<file path="src/rtl/ps2_keyboard_decoder.sv">
// PS/2 keyboard frame receiver: one bit per clk edge, start/odd-parity/stop
// checking, 8-bit scan code presented with a single-cycle done strobe.
module ps2_keyboard_decoder #(
  parameter bit CHECK_PARITY = 1'b1
) (
  input  logic       clk,
  input  logic       rst_n,  // synchronous, active-high despite the name
  input  logic       data,
  output logic [7:0] code,
  output logic       done
);

  typedef enum logic [1:0] {
    IDLE   = 2'd0,
    DATA   = 2'd1,
    PARITY = 2'd2,
    STOP   = 2'd3
  } state_t;

  state_t      state;
  state_t      state_next;
  logic [2:0]  bit_cnt;
  logic [7:0]  shift;
  logic        parity_ok;
  logic        load_code;

  // NOTE: sequential state uses non-blocking (<=) so every register samples
  // pre-edge values; blocking here would create order-dependent races.
  always_ff @(posedge clk) begin
    if (rst_n) begin
      state <= IDLE;
    end else begin
      state <= state_next;
    end
  end

  // NOTE: every combinational output gets a default first so no path through
  // the case leaves it unassigned, which would infer a latch.
  always_comb begin
    state_next = state;
    load_code  = 1'b0;
    unique case (state)
      IDLE:    if (!data) state_next = DATA;
      DATA:    if (bit_cnt == 3'd7) state_next = PARITY;
      PARITY:  state_next = STOP;
      STOP: begin
        state_next = IDLE;
        load_code  = data && (parity_ok || !CHECK_PARITY);
      end
      default: state_next = IDLE;
    endcase
  end

  always_ff @(posedge clk) begin
    if (rst_n) begin
      bit_cnt   <= 3'd0;
      shift     <= 8'h00;
      parity_ok <= 1'b0;
      code      <= 8'h00;
      done      <= 1'b0;
    end else begin
      done <= load_code;
      if (load_code) code <= shift;
      unique case (state)
        IDLE: if (!data) bit_cnt <= 3'd0;
        DATA: begin
          // LSB arrives first; shifting in from the top leaves it in [0].
          shift   <= {data, shift[7:1]};
          bit_cnt <= bit_cnt + 3'd1;
        end
        PARITY:  parity_ok <= ^{shift, data};
        default: ;
      endcase
    end
  end

endmodule

</file>
<file path="config.mk">
export PLATFORM = sky130hd
export DESIGN_NAME = ps2_keyboard_decoder
export DESIGN_NICKNAME = d
export VERILOG_FILES = /design/src/rtl/ps2_keyboard_decoder.sv
export SDC_FILE = /design/constraint.sdc
export NUM_CORES = 1
export LEC_CHECK = 0
export CAP_MARGIN = 30
export CORE_ASPECT_RATIO = 2
export CORE_MARGIN = 3
export CORE_UTILIZATION = 30
export DETAILED_ROUTE_END_ITERATION = 6
export PLACE_DENSITY = 0.53
export SLEW_MARGIN = 20
export SYNTH_ARGS = -nofsm -noshare
export SYNTH_HDL_FRONTEND = slang
export SYNTH_SLANG_ARGS = --single-unit
</file>
<file path="constraint.sdc">
create_clock -name clk -period 1.68 [get_ports clk]
set_input_delay 0.252 -clock clk [delete_from_list [all_inputs] [get_ports clk]]
set_output_delay 0.252 -clock clk [all_outputs]
set_load 0.02 [all_outputs]
</file>
Word-level counts from Yosys, hierarchy flattened

Index checks and enable logic that the tools add are counted.
Widths: inputs -> output; s select.

Flip-flop bits (word level): 23
Bits in latches: 0
Bits in writable memories: 0
Bits in read-only memories: 0
Input port bits: 3
Output and inout port bits: 9
Logic and storage cells: 25
Memories kept: 0

Add/sub/neg operators: 1
Multipliers: 0
Div/mod/pow operators: 0
Order comparisons: 0
Equal/unequal tests: 6
Shift operators: 0
Muxes and demuxes: 6
Bitwise logic cells: 0
Reduce and logical (&&, ||, !) cells: 6

Operators with widths:

| operator            | number |
|---|---|
| $reduce_xor 9->1    | 1 |
| $pmux 2 s4          | 1 |
| $pmux 3 s2          | 1 |
| $eq 2x2->1 const B  | 2 |
| $mux 2              | 2 |
| $ne 2x2->1 const B  | 2 |
| $reduce_and 2->1    | 2 |
| $add 3x1->3 const B | 1 |
| $eq 3x3->1 const B  | 1 |
| $mux 3              | 1 |
| $eq 2x1->1 const B  | 1 |
| $logic_not 2->1     | 1 |
| $reduce_bool 2->1   | 1 |
| $logic_and 1x1->1   | 1 |
| $mux 1              | 1 |

Logic depth before layout (Yosys ltp)

Depth in word-level cells: 3
Mapped depth: 6
Gate-level depth less buffers: 6

Least setup slack after synthesis

No wires, ideal clock.

Kind: flip-flop to flip-flop
Start: register state[0]
End: register bit_cnt[1]
Library setup time: 0.128 ns
Arrival: 1.084 ns
Required time: 1.552 ns
Path slack: 0.468 ns
Cell stages (with the launch flop): 7
Buffers on the path: 0
Cells stage by stage: dfxtp_1 -> inv_1 -> ha_1 -> nand2_1 -> o21ai_0 -> a32oi_1 -> nor2_1

Cells in the longest elaborated chain, start to end: 3

RTL lines:

| item                                                                    | line | RTL |
|---|---|---|
| from (decl)                                                             | 20   | `state_t state;` |
| from (signal assigned)                                                  | 33   | `state <= state_next;` |
| $eq 2x1->1 / $logic_not 2->1 (equally long branches)                    | 64   | `unique case (state)` |
| $reduce_bool 2->1 (no source line) / $ne 2x2->1 (equally long branches) | --   |  |
| $reduce_and 2->1 (no source line)                                       | --   |  |
| to (signal assigned)                                                    | 69   | `bit_cnt <= bit_cnt + 3'd1;` |
| to (decl)                                                               | 22   | `logic [2:0] bit_cnt;` |

Parallel ways exist; a longest one is shown, timed or not.
A chain may end at the register's enable or synchronous reset.

Worst setup path after layout

Start: register code[1]
End: output port code[1]

RTL lines:

| item                   | line | RTL |
|---|---|---|
| from (decl)            | 9    | `output logic [7:0] code,` |
| from (signal assigned) | 63   | `if (load_code) code <= shift;` |

No word-level cell between the ends.

==> metrics.yaml <==
run_status:
  outcome: "finished, final reports clean"
worst_hold_path:
  min_to: "code[6]$_SDFFE_PP0P_"
  hp-class: "register to register"
  min_path_cells: 2
  min_from: "code[6]$_SDFFE_PP0P_"
pwr:
  p_leak_nw: 0.460
  power.density_nw_per_um2: 1160
  power.total_mw: 1.36
  ir_drop_mv: 0.484
floorplanning:
  die_w_um: 46.2
  die-area_um2: 3990
  die_y_um: 86.4
  coreArea_um2: 3010
  io_pins: 12
  initial_core_util_pct: 32.2
  rows: 28
setup_path:
  critPathSlowestCell: "clkdlybuf4s50_1"
  max_stage_delay_ns: 0.60
  worst_ep_arrival_time_ns: 1.21
  reg2reg_to: "bit_cnt[1]$_SDFFE_PP0P_"
  crit_family: "buffers and inverters"
  crit_path_start_kind: "register"
  crit_buf_inv: 1
  crit_required_ns: 1.43
  regToRegSetupSlack_ns: 0.28
  crit_fanout: 2
  endpoint_kind: "output pin"
  r2r-start: "state[0]$_SDFFE_PP0P_"
  cp_cell_sequence: "clkdlybuf4s50_1"
  critPathKind: "register to output pin"
  reg2reg_depth: 6
cts:
  cts_made_buffers: 3
  cts_resized: 0
  hold_buffers: 0
  clkTransAtPathRegs_ns: 0.08
  post_cts_buffers: 0
  cts_max_level: 1
  clockRootBuffer: "clkbuf_8"
  cts_tree: "yes"
  clock-sinks: 23
  clk_latency_ns: 0.26
  cts.path.max_buffers: 2
synthesis:
  post_synth.cell_area_avg_um2: 9.24
  yosysWarnings: 0
  synth_ff_type: "dfxtp_1"
  synth.most_common_cell: "dfxtp_1"
  synth_edf_count: 0
  synth_cell_types: 21
  ys_top_cells_by_count: "23 x dfxtp_1, 21 x nand2_1, 12 x nor2_1"
  synth-seq-cells: 23
  synth_cells: 105
  synth_area_um2: 970
  synth.largest_area_cell: "dfxtp_1"
  synthTopCellsByArea: "dfxtp_1 47%, mux2i_1 8.3%, nand2_1 8.1%"
  async_reset_ff_share_pct: 0
  netlist.area_leader.share_pct: 47.5
  syn-num-nets: 114
  ys_seq_area_share_pct: 47.5
detailed_routing:
  wl_met3_um: 52
  vias_per_cell: 4.86
  routed_wl_mm: 1.87
  vias: 729
  drt_iter0_drc: 4
  ant_nets: 0
  routed-wl-met2_um: 957
  maxUsedRoutingLayer: "met4"
  wl_per_cell_um: 12.5
  met1_length_um: 842
  drc: 0
  drt-pass1-iter-count: 4
timing:
  report.final.hold_viol_count: 0
  tightest_slew_ns: 0.362
  fmax_mhz: 686
  post-route-period-util_pct: 86.8
  rsz0062_at_grt: "false"
  fin_crit_ns: 1.46
  slew_headroom_pct: 75.6
  fin_tns_setup_ns: 0
  finalMaxSlewViolations: 0
  fin_skew_ns: 0.00570
  setup-violations-final: 0
  fin_ws_ns: 0.222
finish:
  diodes: 0
  areaGrowthSynthToFinish_pct: 21.4
  nets: 130
  finish.utilization_pct: 39.1
  n_fill_cell: 321
  stdcell_area_um2: 1180
  regArea_um2: 460
  multiInputGateArea_um2: 485
  drive_gt1_share_pct: 6.67
global_route:
  grt_overflow: 0
  grt_antenna_before_repair: 0
  grt_use_total_pct: 11.0
  grt_pass1_vias: 767
  grt_pass1_wl_mm: 3.28
  grt_start_max_net_pins: 18
place:
  place.gp.congestion: 0.696
  post_dp_cell_area_um2: 1130
  hpwl_mm: 1.38
  io_buffers: 11
  pre_cts_ws_ns: 0.0811
job:
  maxCapViolations: 0
==> registers in the layout (all words and copies together) (netlist names) <==
signal	cells
code	8
state	2
bit_cnt	3
parity_ok	1
done	1
shift	8
==> how the worst max path moves through the flow <==
stage / slack (ns) / endpoint / depth (start not counted) / from
global placement: 0.11 / parity_ok$_SDFFE_PP0P_ / 5 / data
global route: 0.16 / bit_cnt[1]$_SDFFE_PP0P_ / 6 / state[1]$_SDFFE_PP0P_
finish: 0.22 / code[1] / 1 / code[1]$_SDFFE_PP0P_
CTS: 0.19 / code[1] / 1 / code[1]$_SDFFE_PP0P_
floorplan: 0.47 / bit_cnt[1]$_SDFFE_PP0P_ / 6 / state[0]$_SDFFE_PP0P_
detailed placement: 0.08 / parity_ok$_SDFFE_PP0P_ / 5 / data
==> area by class of cell <==
type,count,share of cell area [%]
clock buffers,3,3.51
clock inverters,1,0.425
inverters,2,0.638
multi-input cells,76,41.2
flip-flops and latches,23,39.1
well taps,30,3.19
repair buffers,15,11.9
==> cells by family after synthesis <==
group           after synthesis  synth area share, %
simple gates                 41                 17.9
xor+xnor                      6                 6.84
flops                        23                 47.5
fa+ha+maj                     6                 7.74
mux                           8                 8.26
buf+inv                       6                 2.45
compound gates               15                 9.29
==> through the flow <==
step                hold WS, ns  instances
finish                    0.456        150
global route              0.485        150
CTS                       0.463        150
detailed placement        0.450        146
global placement          0.446        146
floorplan                 0.321        105
==> placed cells by master (no fill, tap or decap) <==
| master | n |
|---|---|
| o21ai_0 | 1 |
| ha_1 | 6 |
| nor2_1 | 12 |
| nor2b_1 | 1 |
| a21oi_1 | 10 |
| clkinv_2 | 1 |
| nand2_1 | 21 |
| and3_1 | 1 |
| xnor3_1 | 1 |
| mux2i_1 | 8 |
| clkdlybuf4s50_1 | 11 |
| o221ai_1 | 1 |
| nand3b_1 | 2 |
| xnor2_1 | 3 |
| buf_4 | 4 |
| inv_1 | 2 |
| dfxtp_1 | 23 |
| a32oi_1 | 2 |
| a221oi_1 | 1 |
| clkbuf_8 | 3 |
| nand2b_1 | 2 |
| xor2_1 | 2 |
| nand3_1 | 2 |
==> where the power goes <==
part           leakage [nW]  total, mW  switching [mW]  internal [mW]
Combinational         0.249      0.392           0.217          0.175
Clock                0.0255      0.340           0.175          0.165
Sequential            0.186      0.633          0.0418          0.591
Total                 0.460       1.36           0.434          0.931
==> layer usage <==
metal,track usage (%),vias to the layer above
met5,0,-
met4,5.70,0
met3,2.29,2
met2,17.7,7
met1,13.1,341
li1,-,379
(Power assumes the default switching activity.)
==> patch, RTL diff (same flow settings) <==
The parameter `CHECK_PARITY` goes from 1'b1 to 1'b0.
--- a/src/rtl/ps2_keyboard_decoder.sv
+++ b/src/rtl/ps2_keyboard_decoder.sv
@@ -2,5 +2,5 @@
 // checking, 8-bit scan code presented with a single-cycle done strobe.
 module ps2_keyboard_decoder #(
-  parameter bit CHECK_PARITY = 1'b1
+  parameter bit CHECK_PARITY = 1'b0
 ) (
   input  logic       clk,
Check against the original RTL: same outputs for any inputs over 10 cycles, from zero or initial values and one cycle with rst_n high; that may be too few to reach the edited logic, so the function may still have changed.
==> patch against the unedited design <==
- synthesized cell count fell by 7.6%
- worst setup slack improved by 5.9 ps
- critical path type unchanged
- core utilization rose by 0.55 points
- total power fell by 5.2%
- clock skew fell by 4.2 ps
- routed wire length fell by 12%
- highest routed layer unchanged
- non-clock buffer count rose by 1
- synthesized area fell by 6.7%
- hold slack got worse by 2.8 ps
- register-to-register slack improved by 110 ps
- sequential cell count fell by 1
- cell area fell by 5.6%
==> patch: results (changes against the unedited design) <==
Cells and area:
- The number of nets in the layout was 122 (was 130).
- The share of final-layout standard cells stronger than drive strength 1 is 0.1081 (was 0.06667).

Status:
- Status: completed (unchanged).

GRT:
- The met1 global-route usage is 0.1077 (was 0.1311).
- The maximum number of pins on one net before global-route repair came to 15 (was 18).
- The global routing usage on met3 was 0.01944 (was 0.02287).
- The global-route wire length before repair is 2884 um (was 3284 um).
- The via count of the first global-routing pass is 664 (was 767).
- The global routing usage summed across all routing layers is 0.1036 (was 0.1101).

Power and ir drop:
- The internal power came to 0.0008982 W (was 0.0009313 W).
- The leakage power of the design is 0.4125 nW (was 0.4601 nW).
- The combinational power came to 0.000388 W (was 0.000392 W).
- The total power consumption of the routed design is 0.001294 W (was 0.001365 W).
- The worst voltage drop across the vdd grid is 862.0 uV (was 483.6 uV).
- The fraction of power consumed by the clock network was 0.242 (was 0.249).

Synth:
- Top area cells in the synthesized netlist: sky130_fd_sc_hd__dfxtp_1, sky130_fd_sc_hd__mux2i_1, sky130_fd_sc_hd__ha_1 (was sky130_fd_sc_hd__dfxtp_1, sky130_fd_sc_hd__mux2i_1, sky130_fd_sc_hd__nand2_1).
- Most instantiated cells after synthesis: sky130_fd_sc_hd__dfxtp_1, sky130_fd_sc_hd__a21oi_1, sky130_fd_sc_hd__nand2_1, sky130_fd_sc_hd__nor2_1, sky130_fd_sc_hd__nand3_1 (was sky130_fd_sc_hd__dfxtp_1, sky130_fd_sc_hd__nand2_1, sky130_fd_sc_hd__nor2_1).
- The synthesized instance count is 97 (was 105).
- The proportion of synthesized chip area in sequential cells is 0.4869 (was 0.4748).
- The adder-cell share of the synthesized area is 0.08299 (was 0.07742).
- The xor-xnor portion of the synthesized cell area is 0 (was 0.06839).
- The post-synthesis compound-gate area fraction is 0.1217 (was 0.09290).
- The multiplexer fraction of the synthesized cell area was 0.08852 (was 0.08258).
- The number of nets in the synthesized netlist was 106 (was 114).

Routing:
- The aggregate routed wire length is 1642 um (was 1871 um).
- The length of the first detailed-routing pass in iterations is 2 (was 4).
- The per-cell via count in the routed design is 4.843 (was 4.860).
- The wire length per cell after detailed routing is 11.73 um (was 12.47 um).
- The count of routing violations after the opening detailed-route iteration is 9 (was 4).

Hold path:
- The end of the worst hold path is code[4]$_SDFFE_PP0P_ (was code[6]$_SDFFE_PP0P_).
- The source of the worst hold timing path is code[4]$_SDFFE_PP0P_ (was code[6]$_SDFFE_PP0P_).

Setup path:
- The register-to-register setup slack is 390 ps (was 280 ps).
- The worst setup path endpoint was code[2] (was code[1]).
- The worst reg-to-reg path cell count came to 5 (was 6).

STA:
- The worst clock skew came to 1.508 ps (was 5.699 ps).
- The post-route worst hold slack is 453.2 ps (was 456.0 ps).
- The worst slew slack as a fraction of its limit is 0.7622 (was 0.7560).
- The share of the clock period used by the worst path came to 0.8645 (was 0.8681).

Place:
- The placement-stage cell area is 1070 um^2 (was 1131 um^2).
- The HPWL after detailed placement is 1293 um (was 1377 um).
- The worst slack at placement came to 330.3 ps (was 81.05 ps).
-- patch: changes by cell type after synthesis, moves of 2 or more --
cell,change
sky130_fd_sc_hd__nand3b_1,-2
sky130_fd_sc_hd__xor2_1,-2
sky130_fd_sc_hd__nand2_1,-10
sky130_fd_sc_hd__a21oi_1,+2
sky130_fd_sc_hd__clkbuf_1,-3
sky130_fd_sc_hd__a32oi_1,-2
sky130_fd_sc_hd__o21ai_0,+2
sky130_fd_sc_hd__nand3_1,+7
sky130_fd_sc_hd__xnor2_1,-3
sky130_fd_sc_hd__buf_1,+2
-- patch: cell type report --
type                            count  area [um^2]
Fill cell                         292         1693
Sequential cell                    22        440.4
Multi-Input combinational cell     68        425.4
Timing Repair Buffer               16        160.2
Clock buffer                        3        41.29
Tap cell                           29        36.28
Inverter                            2        7.507
-- patch: per-layer routing --
layer | share of wire | vias up
met1 | 0.41 | 308
met4 | 0.021 | 0
met5 | 0 | -
met2 | 0.53 | 11
li1 | - | 355
met3 | 0.032 | 4
